<file path="src/rtl/piso_serializer.sv">
// Parallel-in/serial-out stage: accepts WIDTH-bit words over valid/ready and
// streams them one bit per clock, back-to-back with no gap between words.
module piso_serializer #(
    parameter int unsigned WIDTH     = 8,
    parameter bit          MSB_FIRST = 1'b1
) (
    input  logic             clk,
    input  logic             rst,
    input  logic [WIDTH-1:0] data_in,
    input  logic             load_valid,
    output logic             load_ready,
    output logic             ser_out,
    output logic             ser_valid,
    output logic             busy,
    output logic             done
);

    localparam int unsigned CW = (WIDTH > 2) ? $clog2(WIDTH) : 1;

    typedef enum logic {
        StIdle,
        StShift
    } state_e;

    state_e           state_q, state_d;
    logic [WIDTH-1:0] sreg_q, sreg_d;
    logic [CW-1:0]    cnt_q, cnt_d;
    logic [WIDTH-1:0] data_ord;
    logic             xfer;

    logic ser_out_q, ser_valid_q, done_q, ready_q;

    // LSB-first words are reversed on capture so the shifter always drains bit WIDTH-1.
    always_comb begin
        data_ord = data_in;
        if (!MSB_FIRST) begin
            for (int i = 0; i < int'(WIDTH); i++) begin
                data_ord[i] = data_in[int'(WIDTH) - 1 - i];
            end
        end
    end

    assign xfer = load_valid && ready_q;

    always_comb begin
        state_d = state_q;
        sreg_d  = sreg_q;
        cnt_d   = cnt_q;
        unique case (state_q)
            StIdle: begin
                if (xfer) begin
                    state_d = StShift;
                    sreg_d  = data_ord;
                    cnt_d   = CW'(WIDTH - 1);
                end
            end
            StShift: begin
                if (cnt_q == '0) begin
                    if (xfer) begin
                        sreg_d = data_ord;
                        cnt_d  = CW'(WIDTH - 1);
                    end else begin
                        state_d = StIdle;
                        sreg_d  = '0;
                    end
                end else begin
                    sreg_d = {sreg_q[WIDTH-2:0], 1'b0};
                    cnt_d  = cnt_q - CW'(1);
                end
            end
            default: begin
                state_d = StIdle;
            end
        endcase
    end

    // Outputs are flops fed from next-state so they clear asynchronously with the rest.
    always_ff @(posedge clk or negedge rst) begin
        if (!rst) begin
            state_q     <= StIdle;
            sreg_q      <= '0;
            cnt_q       <= '0;
            ser_out_q   <= 1'b0;
            ser_valid_q <= 1'b0;
            done_q      <= 1'b0;
            ready_q     <= 1'b1;
        end else begin
            state_q     <= state_d;
            sreg_q      <= sreg_d;
            cnt_q       <= cnt_d;
            ser_out_q   <= (state_d == StShift) && sreg_d[WIDTH-1];
            ser_valid_q <= (state_d == StShift);
            done_q      <= (state_d == StShift) && (cnt_d == '0);
            ready_q     <= (state_d == StIdle) || (cnt_d == '0);
        end
    end

    assign ser_out    = ser_out_q;
    assign ser_valid  = ser_valid_q;
    assign busy       = ser_valid_q;
    assign done       = done_q;
    // Held low while reset is asserted so nothing upstream believes a transfer happened.
    assign load_ready = ready_q && rst;

endmodule
</file>
<file path="config.mk">
export PLATFORM = sky130hd
export DESIGN_NAME = piso_serializer
export DESIGN_NICKNAME = d
export VERILOG_FILES = /design/src/rtl/piso_serializer.sv
export SDC_FILE = /design/constraint.sdc
export NUM_CORES = 1
export LEC_CHECK = 0
export BUFFER_PORTS_ARGS = -buffer_cell sky130_fd_sc_hd__buf_2
export CAP_MARGIN = 20
export CORE_AREA = 10 10 69 54
export DETAILED_ROUTE_END_ITERATION = 8
export DIE_AREA = 0 0 79 64
export PLACE_DENSITY = 0.57
export RECOVER_POWER = 50
export SETUP_SLACK_MARGIN = 0.5
export SYNTH_ARGS = -nofsm -noshare
export SYNTH_HDL_FRONTEND = slang
export SYNTH_SLANG_ARGS = --single-unit
export TNS_END_PERCENT = 20
</file>
<file path="constraint.sdc">
create_clock -name clk -period 1.9 [get_ports clk]
set_clock_uncertainty 0.15 [all_clocks]
set_input_delay 0.38 -clock clk [delete_from_list [all_inputs] [get_ports clk]]
set_output_delay 0.38 -clock clk [all_outputs]
set_load 0.05 [all_outputs]
</file>
* Word-level counts from Yosys, hierarchy flattened
Index checks and enable logic that the tools add are counted.
W data, S select, Z words.
** Word-level totals
- Register bits :: 15
- Output and inout port bits :: 5
- Word-level logic and storage cells :: 28
** Operators by class
- Add/subtract/negate cells :: 1
- Eq/ne operators :: 1
- Mux-type cells :: 10
- Bitwise gates (word level) :: 2
- Reductions and logical operators :: 7
** Operators with widths (count)
- $mux W8 :: 3
- $pmux W8 S2 :: 1
- $logic_not A3 Y1 :: 2
- $mux W3 :: 2
- $pmux W3 S2 :: 1
- $logic_and A1 B1 Y1 :: 4
- $sub A3 B1 Y3 const B :: 1
- $mux W1 :: 2
- $ne A2 B2 Y1 const B :: 1
- $not A1 Y1 :: 2
- $pmux W1 S2 :: 1
- $logic_or A1 B1 Y1 :: 1

* Logic depth before layout (Yosys ltp)
Gate-level depths: netlist (run 1).
- Depth after elaboration :: 6
- Mapped depth :: 7
- Gate-level depth less buffers :: 5

* Worst setup path before layout (run 1)
Ideal clock, no wire load.
- Kind :: flip-flop to flip-flop
- From :: register cnt_q[0]
- To :: register sreg_q[3]
- Library setup time :: 0.126 ns
- Data arrival time :: 1.460 ns
- Required time :: 1.624 ns
- Path slack :: 0.164 ns
- Cell stages (with the launch flop) :: 8
- Buffers on the path :: 2
- Path through :: dfrtp_1 > inv_1 > ha_1 > nand2b_4 > buf_6 > and2_4 > buf_6 > a221o_1
** On the way
- Word-level cells in the longest chain between the ends :: 3
** Ends and longest elaborated chain
- from (decl) :: RTL line 27 : logic [CW-1:0] cnt_q, cnt_d;
- from (signal assigned) :: RTL line 90 : cnt_q <= cnt_d;
- $logic_not A3 Y1 :: RTL line 58 : if (cnt_q == '0) begin
- $mux W8 :: RTL line 58
- $pmux W8 S2 :: RTL line 49 : unique case (state_q)
- to (signal assigned) :: RTL line 89 : sreg_q <= sreg_d;
- to (decl) :: RTL line 26 : logic [WIDTH-1:0] sreg_q, sreg_d;
No other way between the ends.
A chain may end at the register's enable or synchronous reset.

* Worst setup path after layout (run 1)
- From :: register ser_valid_q (netlist: busy)
- To :: output port ser_valid
** RTL lines
- from (decl) :: RTL line 31 : logic ser_out_q, ser_valid_q, done_q, ready_q;
- from (signal assigned) :: RTL line 92 : ser_valid_q <= (state_d == StShift);
- to (decl) :: RTL line 13 : output logic ser_valid,
No word-level cell between the ends.

==> results of run 1 <==
power by group through the flow:
stage / Clock, mW / Combinational, mW / Sequential (mW)
after floorplan: 0 / 0.533 / 0.579
after global placement: 0 / 0.651 / 0.551
after detailed placement: 0 / 0.653 / 0.556
after CTS: 0.178 / 0.785 / 0.505
after global routing: 0.194 / 0.917 / 0.515
final: 0.173 / 0.838 / 0.503
per-layer routing:
metal | up-vias | global-route usage | part of all wire
met2 | 16 | 0.0935 | 0.40
met5 | - | 0 | 0
met1 | 272 | 0.0849 | 0.52
met4 | 0 | 0.00670 | 0.0035
met3 | 2 | 0.0391 | 0.079
li1 | 291 | - | -
flip-flops by register name, indices dropped and copies added, names as in the netlist:
signal / flops
busy: 1
cnt_q: 3
done: 1
ready_q: 1
ser_out: 1
sreg_q: 7
final cells by class:
cell class / count / area [um2]
flip-flops and latches: 14 / 353
repair buffers: 25 / 159
multi-input cells: 43 / 310
clock buffers: 4 / 26.3
well taps: 34 / 42.5
inverters: 4 / 15.0
fillers: 264 / 1500
cell usage in the layout, fill, tap and decap left out:
cell,Yosys,routed
buf_4,1,9
dlygate4sd3_1,0,1
a221o_1,6,6
clkbuf_4,0,3
nor2_1,2,2
or2_1,1,1
clkbuf_1,1,4
and2_2,0,2
a211oi_1,2,2
a21o_1,1,1
buf_8,0,1
a21oi_1,10,10
o32a_1,1,1
nand3_1,8,8
and2_4,1,2
nor2_2,1,1
ha_1,2,1
nand2_1,1,1
nand2b_4,1,1
ha_4,0,1
dfrtp_2,0,1
o22ai_1,1,1
dfrtp_1,13,12
o32ai_1,1,1
inv_2,0,1
inv_1,4,3
buf_2,2,11
nor3_1,1,1
dfstp_2,1,1
through the flow:
stage | total power [mW] | cells | cell area (um2) | worst slack [ns] | hold slack, ns
after floorplan | 1.11 | 67 | 716 | 0.273 | -0.0656
after global placement | 1.20 | 110 | 792 | 0.293 | 0.208
after detailed placement | 1.21 | 110 | 792 | 0.272 | 0.201
after CTS | 1.47 | 118 | 872 | 0.242 | 0.212
after global routing | 1.63 | 124 | 906 | 0.199 | 0.231
final | 1.51 | 124 | 906 | 0.230 | 0.210
cell families (layout without fill, tap and decap cells):
family          Yosys count  in the layout  synth area share
compound gates           22             22             0.225
fa+ha+maj                 2              2            0.0356
buf+inv                  11             33            0.0909
flops                    14             14             0.501
simple gates             18             19             0.148
final timing paths:
check / end / cells past startpoint
worst max register to register: sreg_q[2]$_DFFE_PN0P_ / 5
min in group asynchronous: ser_out$_DFF_PN0_ / 3
max in group asynchronous: busy$_DFF_PN0_ / 3
worst max-delay path: ser_valid / 1
worst min register to register: cnt_q[0]$_DFF_PN0_ / 1
worst min-delay path: sreg_q[0]$_DFFE_PN0P_ / 3
what timing repair did:
action                                  CTS  global route
hold buffers                              1             0
endpoints found under the setup margin   14            19
buffers inserted                          3             5
hold endpoints to repair                 13             0
cloned                                    0             1
resized for setup                         7             1
pin swaps                                 0             3
==> results.md, run 1 <==
- Comb pwr share: 0.554
- Sw frac: 0.432
- Cell-by-cell trace of the critical path: clkbuf_1
- Clock Pin Slew Worst Setup and Hold Paths: 0.08 ns
- Share of cells above drive strength 1: 0.378
- CP max stage delay: 0.48 ns
- Initial Utilization: 0.292
- Gr ovfl total: 0
- WP data required: 1.37 ns
- Critical path peak fanout: 3
- FP Rows: 15
- Layout area overhead: 29.1%
- Drt wl/cell: 13.7 um
- Global Route Usage Sum: 0.0655
- IR drop worst, VDD: 661 uV
- Top Family by Delay on Critical Path: buffers and inverters
- Largest net degree at the start of global routing: 15
- Syn nets: 80
- Fin crit period: 1.67 ns
- Worst Path Arrival: 1.14 ns
- RSZ-0062 raised after global routing: yes
- Setup violations, final: 0
- Slew margin rel.: 0.499
- Clk pwr share: 0.114
- Worst-Skew Late Latency: 0.28 ns
- Maximum clock insertion buffer count: 2
- Mapped Area: 702 um2
- Max stage delay cell, worst path: clkbuf_1
- H-tree levels: 1
- Leakage: 0.416 nW
- Routability congestion estimate: 0.796
- Diode count: 0
- Final Hold Fails: 0
- First-pass GRT wire length: 2700 um
- CTS Sinks: 14
- CP endpoint kind: primary output
- Flop-to-flop setup slack: 0.33 ns
- TritonCTS clock tree: built
- Crit path from: busy$_DFF_PN0_
- Pins Over Slew Limit: 0
- Reg-to-Reg Start: cnt_q[0]$_DFF_PN0_
- Status: finished, final reports clean
- Synth area leader: dfrtp_1
- CP bufs+invs: 1
- Power per cell area: 1670 nW/um2
- DR vias/cell: 4.69
- Post-synth EDFFs: 0
- IO Count: 16
- Synth top area share: 0.463
- Via count: 581
- Yosys warnings: 0
- Top cells by area, synth: dfrtp_1, a221o_1, a21oi_1
- Post-Route WL: 1700 um
- Synth Instances: 67
- Most numerous cell in the Yosys netlist: dfrtp_1
- Worst hold start: data_in[0]
- TNS Setup: 0 ns
- Core area: 2400 um2
- Die Y: 64 um
- Hold Crit Class: input pin to flop
- Detailed Routing Iterations Pass 1: 4
- Root Driver: clkbuf_4
- Sequential area share after synthesis: 0.501
- Initial antenna violation count: 0
- Die width: 79 um
- # nets final: 104
- Sw power: 654 uW
- Period Utilization, post-route: 0.879
- Prevailing post-synth register cell: dfrtp_1
- Flops & latches, synth: 14
- First-iteration detailed-routing DRC count: 31
- Vias in the first global route: 574
- Die ar.: 5060 um2
- Kind of critical path: flop to primary output
- Synthesized area per cell: 10.5 um2
- Startpoint Class: flop
- Max Cap Viol: 0
- Port buffer count: 15
- Post-DRT Antenna Nets: 0
- Distinct cell type count after synthesis: 25
- Core Util, Final: 0.377
- Internal power: 860 uW
- Fmax: 599 MHz
- Worst-Margin Slew: 0.751 ns
- Flop pwr share: 0.332
- # DRC: 0
- Commonest cells in the netlist: dfrtp_1, a21oi_1, nand3_1
- CTS Buf Count: 3
- Ys async rst share: 1.00
(Power assumes the default switching activity.)
==> run 2, diff against run 1 <==
Settings changed: BUFFER_PORTS_ARGS -buffer_cell sky130_fd_sc_hd__buf_2 to -buffer_cell sky130_fd_sc_hd__clkbuf_2.
==> results.md, run 2 (synthesis gave the netlist of run 1 again) <==
- IR drop worst, VDD: 506 uV (-24%)
- Die Y: 64 um (unchanged)
- Startpoint Class: flop
- Vias in the first global route: 607 (+5.7%)
- First-iteration detailed-routing DRC count: 45 (+45%)
- # fillers: 252 (-4.5%)
- Pins Over Slew Limit: 0 (unchanged)
- TritonCTS clock tree: built
- Clk pwr share: 0.110 (-0.004)
- Internal power: 935 uW (+8.7%)
- Kind of critical path: flop to primary output
- Comb pwr share: 0.581 (+0.027)
- Fin crit period: 1.67 ns (+0.000437 ns)
- Leakage: 0.445 nW (+6.9%)
- Largest net degree at the start of global routing: 15 (unchanged)
- Flop pwr share: 0.309 (-0.023)
- Power per cell area: 1690 nW/um2 (+0.82%)
- Fmax: 599 MHz (about the same)
- Period Utilization, post-route: 0.879 (about the same)
- Crit Reg-Reg Endpoint: sreg_q[0]$_DFFE_PN0P_
- Status: finished, final reports clean
- Crit path from: ready_q$_DFF_PN1_
- Commonest cells after routing, fill and taps aside: dfrtp_1, clkbuf_2, buf_4
- Final HPWL DP: 1170 um
- TNS Setup: 0 ns (unchanged)
- Worst Path Arrival: 1.14 ns (about the same)
- Commonest non-fill, non-tap cell in the layout: dfrtp_1
- WP data required: 1.37 ns (about the same)
- Critical path peak fanout: 3 (unchanged)
- Reg-to-Reg Start: cnt_q[1]$_DFF_PN0_
- Sw frac: 0.419 (-0.0131)
- Sw power: 674 uW (+3.0%)
- Slew margin rel.: 0.498 (-0.00141)
- FP Rows: 15 (unchanged)
- CP bufs+invs: 1 (unchanged)
- Detailed Routing Iterations Pass 1: 4 (unchanged)
- Initial Utilization: 0.292 (unchanged)
- Post-route cell area: 955 um2 (+5.4%)
- # DRC: 0 (unchanged)
- DR vias/cell: 4.86 (+3.7%)
- H-tree levels: 1 (unchanged)
- First-pass GRT wire length: 2800 um (+3.9%)
- Largest regs: sreg_q x7, cnt_q x3
- Max Cap Viol: 0 (unchanged)
- CTS Sinks: 14 (unchanged)
- Cell-by-cell trace of the critical path: and2_4, clkbuf_16
- Routability congestion estimate: 0.792 (-0.43%)
- Area after DPL: 792 um2 (unchanged)
- Final Hold Fails: 0 (unchanged)
- Setup violations, final: 0 (unchanged)
- Global Route Usage Sum: 0.0700 (+0.00454)
- Via count: 617 (+6.2%)
- Clock Pin Slew Worst Setup and Hold Paths: 0.08 ns (about the same)
- Die ar.: 5060 um2 (unchanged)
- Top Family by Delay on Critical Path: flip-flops
- Post-DRT Antenna Nets: 0 (unchanged)
- CTS Buf Count: 3 (unchanged)
- Die width: 79 um (unchanged)
- Drt wl/cell: 13.9 um (+1.3%)
- Worst-Skew Late Latency: 0.28 ns (about the same)
- R2R depth: 6 (+1)
- Port buffer count: 15 (unchanged)
- Root Driver: clkbuf_4
- Gr ovfl total: 0 (unchanged)
- IO Count: 16 (unchanged)
- Layout area overhead: 36.0%
- Reg with most FFs: sreg_q
- Diode count: 0 (unchanged)
- CP endpoint kind: primary output
- Maximum clock insertion buffer count: 2 (unchanged)
- CP Depth: 2 (+1)
- Max reg flops: 7 (unchanged)
- Core area: 2400 um2 (unchanged)
- Worst-Margin Slew: 0.754 ns (+0.00211 ns)
- # nets final: 107 (+2.9%)
- Core Util, Final: 0.397 (+0.0203)
- Max stage delay cell, worst path: dfstp_2
- Hold Crit Class: input pin to flop
- Critical Path End: load_ready
- Initial antenna violation count: 0 (unchanged)
- Flop-to-flop setup slack: 0.34 ns (about the same)
- CP max stage delay: 0.55 ns (+0.07 ns)
- RSZ-0062 raised after global routing: yes
- Post-Route WL: 1760 um (+3.8%)
- Share of cells above drive strength 1: 0.398 (+0.0201)
## run 2: cell count changes in the layout (fill, tap and decap cells not counted), sizes merged
cell    previous run  this run
buf               21        11
clkbuf             7        20
## run 2: how the worst min path moves through the flow
stage                          start                    end  cells after the start
after floorplan                  rst         busy$_DFF_PN0_                      0
after global placement           rst  sreg_q[4]$_DFFE_PN0P_                      2
after detailed placement         rst  sreg_q[4]$_DFFE_PN0P_                      2
after CTS                 data_in[0]  sreg_q[0]$_DFFE_PN0P_                      3
after global routing      data_in[0]  sreg_q[0]$_DFFE_PN0P_                      3
final                     data_in[0]  sreg_q[0]$_DFFE_PN0P_                      3
## run 2: final cells by class
class | instances | area, um2 | share of cell area
tap | 34 | 42.5 | 0.0446
multi-input combinational | 43 | 310 | 0.325
clock buffer | 4 | 26.3 | 0.0275
sequential | 14 | 353 | 0.370
timing repair buffer | 28 | 208 | 0.218
inverter | 4 | 15.0 | 0.0157
## run 2: stage by stage
step	hold slack (ns)	instances	total power [mW]	setup slack, ns
floorplan	-0.0656	67	1.11	0.273
global placement	0.219	110	1.21	0.291
detailed placement	0.215	110	1.20	0.278
CTS	0.192	119	1.50	0.230
global route	0.218	127	1.74	0.190
finish	0.190	127	1.61	0.229
## run 2: worst reg2reg max path, delay by kind of cell, from the launching register on
family | cells | cell delay, ns
flops | 1 | 0.38
simple gates | 2 | 0.34
buf+inv | 2 | 0.31
compound gates | 1 | 0.11
fa+ha+maj | 1 | 0.17
## run 2: power groups by stage
stage	sequential, mW	clock (mW)	combinational (mW)
after detailed placement	0.556	0	0.648
after global routing	0.514	0.198	1.02
after CTS	0.501	0.183	0.820
after global placement	0.552	0	0.653
final	0.497	0.177	0.935
after floorplan	0.579	0	0.533
## run 2: routing by layer
layer	track usage	up-vias	share of wire	wire length, um
met2	0.0925	17	0.42	736
met4	0.0290	0	0.018	32
met5	0	-	0	0
met3	0.0405	6	0.070	123
met1	0.0895	296	0.49	871
li1	-	298	-	-
## run 2: repair_timing
| action | CTS | global route |
|---|---|---|
| gates resized for setup | 8 | 2 |
| pin swaps | 0 | 1 |
| cloned | 0 | 1 |
| hold buffers | 1 | 0 |
| endpoints found under the setup margin | 15 | 18 |
| buffers inserted | 4 | 7 |
| endpoints found under the hold margin | 13 | 0 |
